## config.mk

```make
export PLATFORM = sky130hd
export DESIGN_NAME = hidden_forward_module
export DESIGN_NICKNAME = d
export VERILOG_FILES = /design/src/rtl/hidden_forward_module.sv
export SDC_FILE = /design/constraint.sdc
export NUM_CORES = 1
export LEC_CHECK = 0
export BUFFER_PORTS_ARGS = -buffer_cell sky130_fd_sc_hd__clkbuf_2
export CORE_MARGIN = 10
export CORE_UTILIZATION = 45
export CTS_CLUSTER_SIZE = 10
export DETAILED_ROUTE_END_ITERATION = 7
export SLEW_MARGIN = 0
export SYNTH_ARGS = -nofsm -noshare
export SYNTH_HDL_FRONTEND = slang
export SYNTH_SLANG_ARGS = --single-unit
```

## constraint.sdc

```tcl
create_clock -name clk -period 9.54 [get_ports clk]
set_input_delay 0.477 -clock clk [delete_from_list [all_inputs] [get_ports clk]]
set_output_delay 0.477 -clock clk [all_outputs]
set_load 0.01 [all_outputs]
```

## src/rtl/hidden_forward_module.sv

```systemverilog
// Single-neuron forward pass: four Q6.10 multiply-accumulates onto a biased
// accumulator, then saturation to Q6.10 with ReLU activation and its derivative.
module hidden_forward_module (
    input  logic               clk,
    input  logic               rst,
    input  logic               start,
    input  logic signed [15:0] x1,
    input  logic signed [15:0] x2,
    input  logic signed [15:0] x3,
    input  logic signed [15:0] x4,
    input  logic signed [15:0] w1i1,
    input  logic signed [15:0] w1i2,
    input  logic signed [15:0] w1i3,
    input  logic signed [15:0] w1i4,
    input  logic signed [15:0] bias,
    output logic signed [15:0] z,
    output logic signed [15:0] a,
    output logic signed [15:0] dadz,
    output logic               busy,
    output logic               done,
    output logic [1:0]         fsm_state
);

    typedef enum logic [1:0] {
        IDLE = 2'd0,
        MAC  = 2'd1,
        ACT  = 2'd2
    } state_t;

    state_t state;
    state_t state_next;

    logic signed [15:0] x_r [4];
    logic signed [15:0] w_r [4];
    logic signed [35:0] acc;
    logic [1:0]         idx;

    logic signed [31:0] prod;
    logic signed [35:0] zf;
    logic signed [15:0] z_sat;

    assign fsm_state = state;

    always_ff @(posedge clk or negedge rst) begin
        if (!rst) begin
            state <= IDLE;
        end else begin
            state <= state_next;
        end
    end

    always_comb begin
        state_next = state;
        case (state)
            IDLE:    if (start) state_next = MAC;
            MAC:     if (idx == 2'd3) state_next = ACT;
            ACT:     state_next = IDLE;
            default: state_next = IDLE;
        endcase
    end

    // Q6.10 x Q6.10 gives 20 fractional bits, matching the bias pre-shifted by 10.
    always_comb begin
        prod = x_r[idx] * w_r[idx];
        zf   = acc >>> 10;
        if (zf > 36'sd32767) begin
            z_sat = 16'sh7FFF;
        end else if (zf < -36'sd32768) begin
            z_sat = 16'sh8000;
        end else begin
            z_sat = zf[15:0];
        end
    end

    always_ff @(posedge clk or negedge rst) begin
        if (!rst) begin
            for (int i = 0; i < 4; i++) begin
                x_r[i] <= '0;
                w_r[i] <= '0;
            end
            acc  <= '0;
            idx  <= '0;
            z    <= '0;
            a    <= '0;
            dadz <= '0;
            busy <= 1'b0;
            done <= 1'b0;
        end else begin
            done <= 1'b0;
            case (state)
                IDLE: begin
                    if (start) begin
                        x_r[0] <= x1;
                        x_r[1] <= x2;
                        x_r[2] <= x3;
                        x_r[3] <= x4;
                        w_r[0] <= w1i1;
                        w_r[1] <= w1i2;
                        w_r[2] <= w1i3;
                        w_r[3] <= w1i4;
                        acc    <= $signed({{10{bias[15]}}, bias, 10'b0});
                        idx    <= 2'd0;
                        busy   <= 1'b1;
                    end
                end
                MAC: begin
                    acc <= acc + $signed({{4{prod[31]}}, prod});
                    idx <= idx + 2'd1;
                end
                ACT: begin
                    z    <= z_sat;
                    // Activation and derivative follow the saturated value, not raw acc.
                    if (z_sat > 16'sd0) begin
                        a    <= z_sat;
                        dadz <= 16'sh0400;
                    end else begin
                        a    <= '0;
                        dadz <= '0;
                    end
                    busy <= 1'b0;
                    done <= 1'b1;
                end
                default: ;
            endcase
        end
    end

endmodule
```

==> results of run 1 <==
[kinds of logic after synthesis]
group	Yosys count	synth area share [%]
buffers and inverters	484	9.340
AO/OA/AOI/OAI	211	6.412
other	1	0.01832
flip-flops	203	24.82
multiplexers	199	11.11
XOR/XNOR	36	1.540
AND/OR/NAND/NOR	459	9.456
adder cells (fa/ha/maj)	422	37.31
[per-stage QoR]
| stage | cells | util (%) | setup WS (ns) |
|---|---|---|---|
| after floorplan | 2029 | - | 2.232 |
| after global placement | 2738 | 48.55 | 1.698 |
| after detailed placement | 2738 | 48.55 | 1.494 |
| after CTS | 2778 | 50.25 | 1.482 |
| after global routing | 2778 | 50.25 | 0.9692 |
| final | 2778 | 50.25 | 1.410 |
[cell type report]
cell class	instances	area, sq um
Fill cell	4209	22480
Clock buffer	34	700.7
Inverter	391	1468
Clock inverter	5	56.30
Multi-Input combinational cell	1342	13540
Timing Repair Buffer	203	1102
Tap cell	600	750.7
Sequential cell	203	5082
[layer usage]
metal	vias to the layer above	routed length (um)	global-route usage, %
met4	0	1614	6.472
met5	-	0	0
li1	6559	-	-
met1	7406	19790	23.47
met3	92	2264	2.135
met2	325	28690	38.67
[registers in the layout, indices dropped and copies added, names as in the netlist]
signal / count
w_r: 64
x_r: 64
acc: 36
a: 16
z: 16
fsm_state: 2
idx: 2
busy: 1
dadz: 1
done: 1
[path summary, 6_finish.rpt]
kind,start,to,slack (ns),cells after the start
worst min register to register,z[14],z[14],0.48,2
worst min-delay path,w1i1[15],w_r[63],0.14,2
min in group asynchronous,rst,w_r[11],0.47,2
max in group asynchronous,rst,busy,7.70,3
worst max-delay path,idx[0],acc[33],1.41,22
worst max register to register,idx[0],acc[33],1.41,22
[cells in the final DEF, fill, tap and decap left out, drive strengths merged, types with 19 or more instances in the layout]
cell	n
ha	108
o21a	22
xnor2	19
clkbuf	217
dfrtp	203
a21oi	53
mux2i	37
fa	314
inv	391
o21ai	79
nand2	205
nor2	164
buf	19
mux2	155
==> impl_results.md, run 1 <==
- DRC viols: 0
- Via density: just over 5
- # rows: between 70 and 80
- Global-route wire length before repair: 87.28 mm
- Post-CTS Resized: 0
- Io pins: 199
- Initial antenna violation count: 0
- GRT Total Usage: 20.38%
- DP HPWL: about 42 mm
- Share of layout cells above drive strength 1: 19.05%
- Setup TNS: 0 ns
- Reg clk slew, reported paths: 0.06 ns
- Mapped cell area: 20,470 sq um
- Cell count after synthesis: 2,015
- Design area: 22,700 sq um
- CP max stage delay: 0.90 ns
- Worst hold path type: in -> reg
- Crit-path cells: buf_4 -> o21a_1 -> nand2_1 -> fa_1 -> fa_1 -> fa_1 -> inv_1 -> fa_1 -> fa_1 -> inv_1 -> fa_1 -> inv_1 -> ha_1 -> a21oi_1 -> o21ai_1 -> a2111oi_0 -> o211ai_1 -> and3_1 -> nor3_2 -> or3_1 -> xor2_1 -> o21ai_1
- Type of origin of the critical path: flop
- Synth top cells by count: inv_1, fa_1, nand2_1
- DIE AREA: 54,420 sq um
- Tmin final: between 8 and 9 ns
- DP Area: ~22,000 sq um
- Top_reg_cell synth: dfrtp_1
- Iteration-0 DRC count of the detailed router: 866
- DIE HEIGHT: 233.3 um
- CP arrival: 8.55 ns
- Area contributors post-synth: fa_1, dfrtp_1, mux2_2
- Gp weighted congestion: 0.9019
- Final Max Slew Viols: 0
- Max cap viols: 0
- P&R area growth vs syn: 10.92%
- Top delay family on crit path: adder cells
- Skew final: 0.01295 ns
- Die width: 233.3 um
- Final wirelength: 52.35 mm
- Fmax: between 0.1 and 0.15 GHz
- Sequential area share after synthesis: 24.82%
- Crit Path Class: reg -> reg
- Synth top area share: just over 30%
- Post-synth EDFFs: 0
- Status: completed
- Tcrit/Tclk final: 85.22%
- Clock sink total: 203
- Fin. Hold Viols: 0
- Worst path required time: 9.96 ns
- Largest area contributor in the netlist: fa_1
- Async S/R FF share, synth: 100.0%
- Buffers & Inverters on Critical Path: 4
- Worst slew pin tran: 1.220 ns
- Final nets: 2,736
- Count leader, synth: inv_1
- Crit-path slowest cell: dfrtp_2
- Post-synthesis register bit count: ~200
- Hold WS: 0.1408 ns
- Most used cell, CP: fa_1
- GRT overflow: 0
- Synth unique cells: 60
- Skew-Pair Late Insertion Delay: 0.57 ns
- Number of global-route vias before repair: approximately 16,000
- Initial core utilization: 45.30%
- I/O Buffers: approximately 180
- Postcts setup bufs: 0
- Total number of vias: 14,380
- Yosys warns: 0
- Largest net degree at the start of global routing: 160
- Wire length per cell: 18.84 um
- CP Capture Type: flop
- Crit path max fanout: 40
- Relative slew margins: 18.37%
- Core box area: 45,190 sq um
- CTS Buf Count: 26
- CTS root buffer: clkbuf_16
- H-tree depth: 1
- RSZ-0062 raised after global routing: false
- # hold bufs at CTS: 1
- Setup Viol. Count Final: 0
- Syn avg cell area: 10.16 sq um
- CTS tree: built
- Maximum clock path buffer count: 3
- Detailed Routing Iterations Pass 1: 5
- Routed Antenna Nets: 0
- Ant diodes: 0
Power of run 1 is not shown: default switching activity piles up to over one toggle a cycle in this logic, so the estimate is an artifact.
==> run 2: changes to the inputs <==
--- a/config.mk
+++ b/config.mk
@@ -10,6 +10,7 @@
 export CORE_UTILIZATION = 45
 export CTS_CLUSTER_SIZE = 10
 export DETAILED_ROUTE_END_ITERATION = 7
+export RECOVER_POWER = 25
 export SLEW_MARGIN = 0
 export SYNTH_ARGS = -nofsm -noshare
 export SYNTH_HDL_FRONTEND = slang
==> impl_results.md, run 2 (synthesis results as in run 1) <==
- Setup Viol. Count Final: 0
- P&R area growth vs syn: 10.58%
- Fin. Hold Viols: 0
- Crit path max fanout: 40
- Wire length per cell: 18.87 um
- DIE AREA: 54,420 sq um
- # rows: 78
- Commonest non-fill, non-tap cell in the layout: inv_1
- Initial antenna violation count: 0
- CP arrival: between 8 and 9 ns
- Sequential Area: about 5100 sq um
- Crit-path slowest cell: dfrtp_2
- Final Max Slew Viols: 134
- Skew-Pair Late Insertion Delay: 0.57 ns
- # hold bufs at CTS: 1
- Die width: 233.3 um
- DP HPWL: 42.12 mm
- Reg2reg path depth: 22
- DIE HEIGHT: approximately 230 um
- Tcrit/Tclk final: 85.20%
- Commonest non-fill, non-tap cells in the layout: inv_1, fa_1, nand2_1
- Gp weighted congestion: approximately 0.90
- Core box area: 45,190 sq um
- Number of global-route vias before repair: 16,430
- Routed Antenna Nets: 0
- Tmin final: 8.128 ns
- Max cap viols: 2
- Maximum clock path buffer count: 3
- Postcts setup bufs: 0
- Initial core utilization: 45.30%
- Iteration-0 DRC count of the detailed router: slightly below 900
- Type of origin of the critical path: flop
- Violated checks: capacitance limit, slew limit
- Crit Path Class: reg -> reg
- H-tree depth: 1
- Global-route wire length before repair: slightly below 90 mm
- Skew final: 0.01438 ns
- GRT Total Usage: between 20% and 30%
- CTS Buf Count: 26
- CTS root buffer: clkbuf_16
- GRT overflow: 0
- Grt met3 use: between 2 and 2.5%
- Total number of vias: 14,420
- Reg clk slew, reported paths: roughly 0.06 ns
- Met1 usage: 23.47%
- CP Capture Type: flop
- Filler cell count in the final layout: 4,219
- Ant diodes: 0
- Post-CTS Resized: 0
- CTS tree: built
- Largest net degree at the start of global routing: 160
- Share of layout cells above drive strength 1: between 10% and 20%
- Crit-path cells: buf_4 -> o21a_1 -> nand2_1 -> fa_1 -> fa_1 -> fa_1 -> inv_1 -> fa_1 -> fa_1 -> inv_1 -> fa_1 -> inv_1 -> ha_1 -> a21oi_1 -> o21ai_1 -> a2111oi_0 -> o211ai_1 -> and3_1 -> nor3_2 -> or3_1 -> xor2_1 -> o21ai_1
- Hold path depth: 2
- Multi-input gate area: ~14,000 sq um
- Worst path required time: 9.96 ns
- CP max stage delay: 0.90 ns
- Status: finished, violations left
- Via density: 5.192
- WP depth: 22
- Setup TNS: 0 ns
- Worst slew pin tran: 3.813 ns
- Largest registers: w_r x64, x_r x64, acc x36
- Relative slew margins: -154.2%
- Detailed Routing Iterations Pass 1: 5
- Fmax: 0.1230 GHz
- Clock sink total: 203
- RSZ-0062 raised after global routing: false
- Final nets: between 2,000 and 3,000
- DRC viols: 0
- Worst hold path type: in -> reg
- Final wirelength: 52.41 mm
- Most used cell, CP: fa_1
- Busiest layer in global routing: met2
- Io pins: a little under 200
- I/O Buffers: 183
- Top delay family on crit path: adder cells
- Met2 GRT Util: about two fifths
- Buffers & Inverters on Critical Path: 4
-- run 2: cell types whose count changed in the layout (fill, tap and decap cells not counted) --
cell / change
clkbuf_2: -37
nor3b_1: +1
clkbuf_8: -1
buf_4: -2
nor3b_2: -1
clkbuf_1: +40
-- run 2: layout make-up --
type | instances | area share (%)
multi-input combinational | 1342 | 59.81
sequential | 203 | 22.45
inverter | 391 | 6.484
timing repair buffer | 203 | 4.588
tap | 600 | 3.317
clock buffer | 34 | 3.095
clock inverter | 5 | 0.2487
-- run 2: path summary, 6_finish.rpt --
| kind | from | endpoint | slack (ns) |
|---|---|---|---|
| setup reg to reg | idx[0] | acc[33] | 1.41 |
| hold / removal | w1i1[15] | w_r[63] | 0.14 |
| min in group asynchronous | rst | w_r[60] | 1.59 |
| max in group asynchronous | rst | acc[4] | 3.07 |
| setup / recovery | idx[0] | acc[33] | 1.41 |
| hold reg to reg | z[11] | z[11] | 0.48 |
-- run 2: through the flow --
stage | area [sq um] | worst slack (ns) | hold WS, ns | utilization [%] | std cells
floorplan | 20520 | 2.232 | 0.1814 | - | 2029
global placement | 21940 | 1.698 | 0.4633 | 48.55 | 2738
detailed placement | 21940 | 1.494 | 0.4685 | 48.55 | 2738
CTS | 22700 | 1.482 | 0.1134 | 50.25 | 2778
global route | 22640 | 0.9692 | 0.1246 | 50.09 | 2778
finish | 22640 | 1.412 | 0.1395 | 50.09 | 2778
-- run 2: routing by layer --
layer  share of wire, %  vias to the layer above
met4                3.1                        0
met1                 38                     7432
met2                 55                      341
li1                   -                     6554
met5                  0                        -
met3                4.5                       97
Power of run 2 is left out for the same reason.
==> run 3: changes to the inputs <==
==> constraint.sdc (replaced) <==
create_clock -name clk -period 9.3 [get_ports clk]
set_input_delay 0.465 -clock clk [delete_from_list [all_inputs] [get_ports clk]]
set_output_delay 0.465 -clock clk [all_outputs]
set_load 0.01 [all_outputs]
==> impl_results.md, run 3 (synthesis results as in run 1) <==
- Filler cell count in the final layout: 4,209
- I/O Buffers: 183
- Fmax: 0.1194 GHz
- Maximum clock path buffer count: 3
- # rows: between 70 and 80
- CP Capture Type: flop
- Final wirelength: 52.24 mm
- Fin. Hold Viols: 0
- Setup TNS: 0 ns
- Worst hold path type: in -> reg
- Share of layout cells above drive strength 1: 17.10%
- Detailed Routing Iterations Pass 1: 5
- Routed Antenna Nets: 0
- Final nets: 2,735
- P&R area growth vs syn: 10.77%
- Skew final: 0.02245 ns
- DRC viols: 0
- Via density: between 5 and 6
- Type of origin of the critical path: flop
- CP arrival: 8.78 ns
- Gp weighted congestion: 0.9352
- Reg-to-reg slack, setup: slightly above 0.9 ns
- Ant diodes: 0
- Commonest non-fill, non-tap cells in the layout: inv_1, fa_1, nand2_1
- Utilization after layout: approximately half
- GRT Total Usage: roughly 20%
- Wire length per cell: 18.83 um
- Tcrit/Tclk final: 90.03%
- # hold bufs at CTS: 1
- Reg2reg path depth: 23
- Iteration-0 DRC count of the detailed router: 729
- Io pins: between 150 and 200
- Worst slew pin tran: 3.675 ns
- H-tree depth: 1
- Max cap viols: 2
- CTS Buf Count: 26
- Largest net degree at the start of global routing: 160
- Post-CTS Resized: 0
- Final Max Slew Viols: approximately 130
- Total number of vias: 14,280
- Crit Path Class: reg -> reg
- Setup Viol. Count Final: 0
- Crit path max fanout: 45
- Violated checks: capacitance limit, slew limit
- DIE AREA: 54,420 sq um
- Sequential Area: 5081 sq um
- Commonest non-fill, non-tap cell in the layout: inv_1
- Core box area: 45,190 sq um
- Status: finished, violations left
- Initial antenna violation count: 0
- Multi-input gate area: approximately 14,000 sq um
- Die width: 233.3 um
- CTS tree: built
- Postcts setup bufs: 0
- Number of non-filler instances in the completed layout: 2,775
- DP HPWL: around 42 mm
- Skew-Pair Late Insertion Delay: approximately 0.57 ns
- Clock sink total: ~200
- RSZ-0062 raised after global routing: false
- Worst path required time: around 9.7 ns
- Tmin final: 8.373 ns
- Global-route wire length before repair: between 80 and 90 mm
- CTS root buffer: clkbuf_16
- Hold path depth: 2
- Initial core utilization: 45.30%
- GRT overflow: 0
- Relative slew margins: -145.0%
- Reg clk slew, reported paths: around 0.07 ns
- Placed cell count: 2,737
- Number of global-route vias before repair: ~16,000
- DIE HEIGHT: 233.3 um
- Largest registers: w_r x64, x_r x64, acc x36
## run 3: worst max-delay path, cell delays in order, from the launching register on
cell,delay [ns]
dfrtp_1,1.22
buf_4,0.54
nand2_1,0.18
o21ai_0,0.50
nor2_1,0.15
fa_1,0.57
inv_1,0.05
fa_1,0.47
fa_1,0.53
inv_1,0.06
fa_1,0.47
fa_1,0.52
inv_1,0.05
fa_1,0.47
inv_1,0.04
ha_1,0.36
a2111o_1,0.39
o21ai_1,0.33
a21oi_1,0.16
o2111ai_1,0.33
a31oi_1,0.23
a31oi_1,0.29
xor2_1,0.18
o21ai_1,0.08
## run 3: worst paths after layout
check | startpoint | end
hold / removal | w1i3[10] | w_r[26]
setup / recovery | idx[0] | acc[27]
setup reg to reg | idx[0] | acc[27]
hold reg to reg | z[1] | z[1]
max in group asynchronous | rst | acc[13]
min in group asynchronous | rst | w_r[11]
## run 3: area by class of cell
| class | instances | area share [%] |
|---|---|---|
| well taps | 600 | 3.311 |
| repair buffers | 202 | 4.547 |
| inverters | 391 | 6.473 |
| clock inverters | 7 | 0.6070 |
| multi-input cells | 1342 | 59.72 |
| clock buffers | 30 | 2.936 |
| flip-flops and latches | 203 | 22.41 |
## run 3: metrics by stage
step                      area, sq um  setup slack, ns  hold WS [ns]
after CTS                       22740            1.029        0.1126
after global placement          21930            1.149        0.4645
after global routing            22670           0.3938        0.1213
final                           22670           0.9270        0.1328
after detailed placement        21930            1.080        0.4695
after floorplan                 20520            1.992        0.1694
## run 3: per-layer routing
metal	part of all wire [%]	vias to the layer above	GRT usage, %	routed length [um]
li1	-	6556	-	-
met4	2.3	0	5.214	1208
met1	38	7347	22.98	19640
met5	0	-	0	0
met3	4.5	70	2.402	2350
met2	56	305	38.08	29050
Power of run 3 is left out for the same reason.
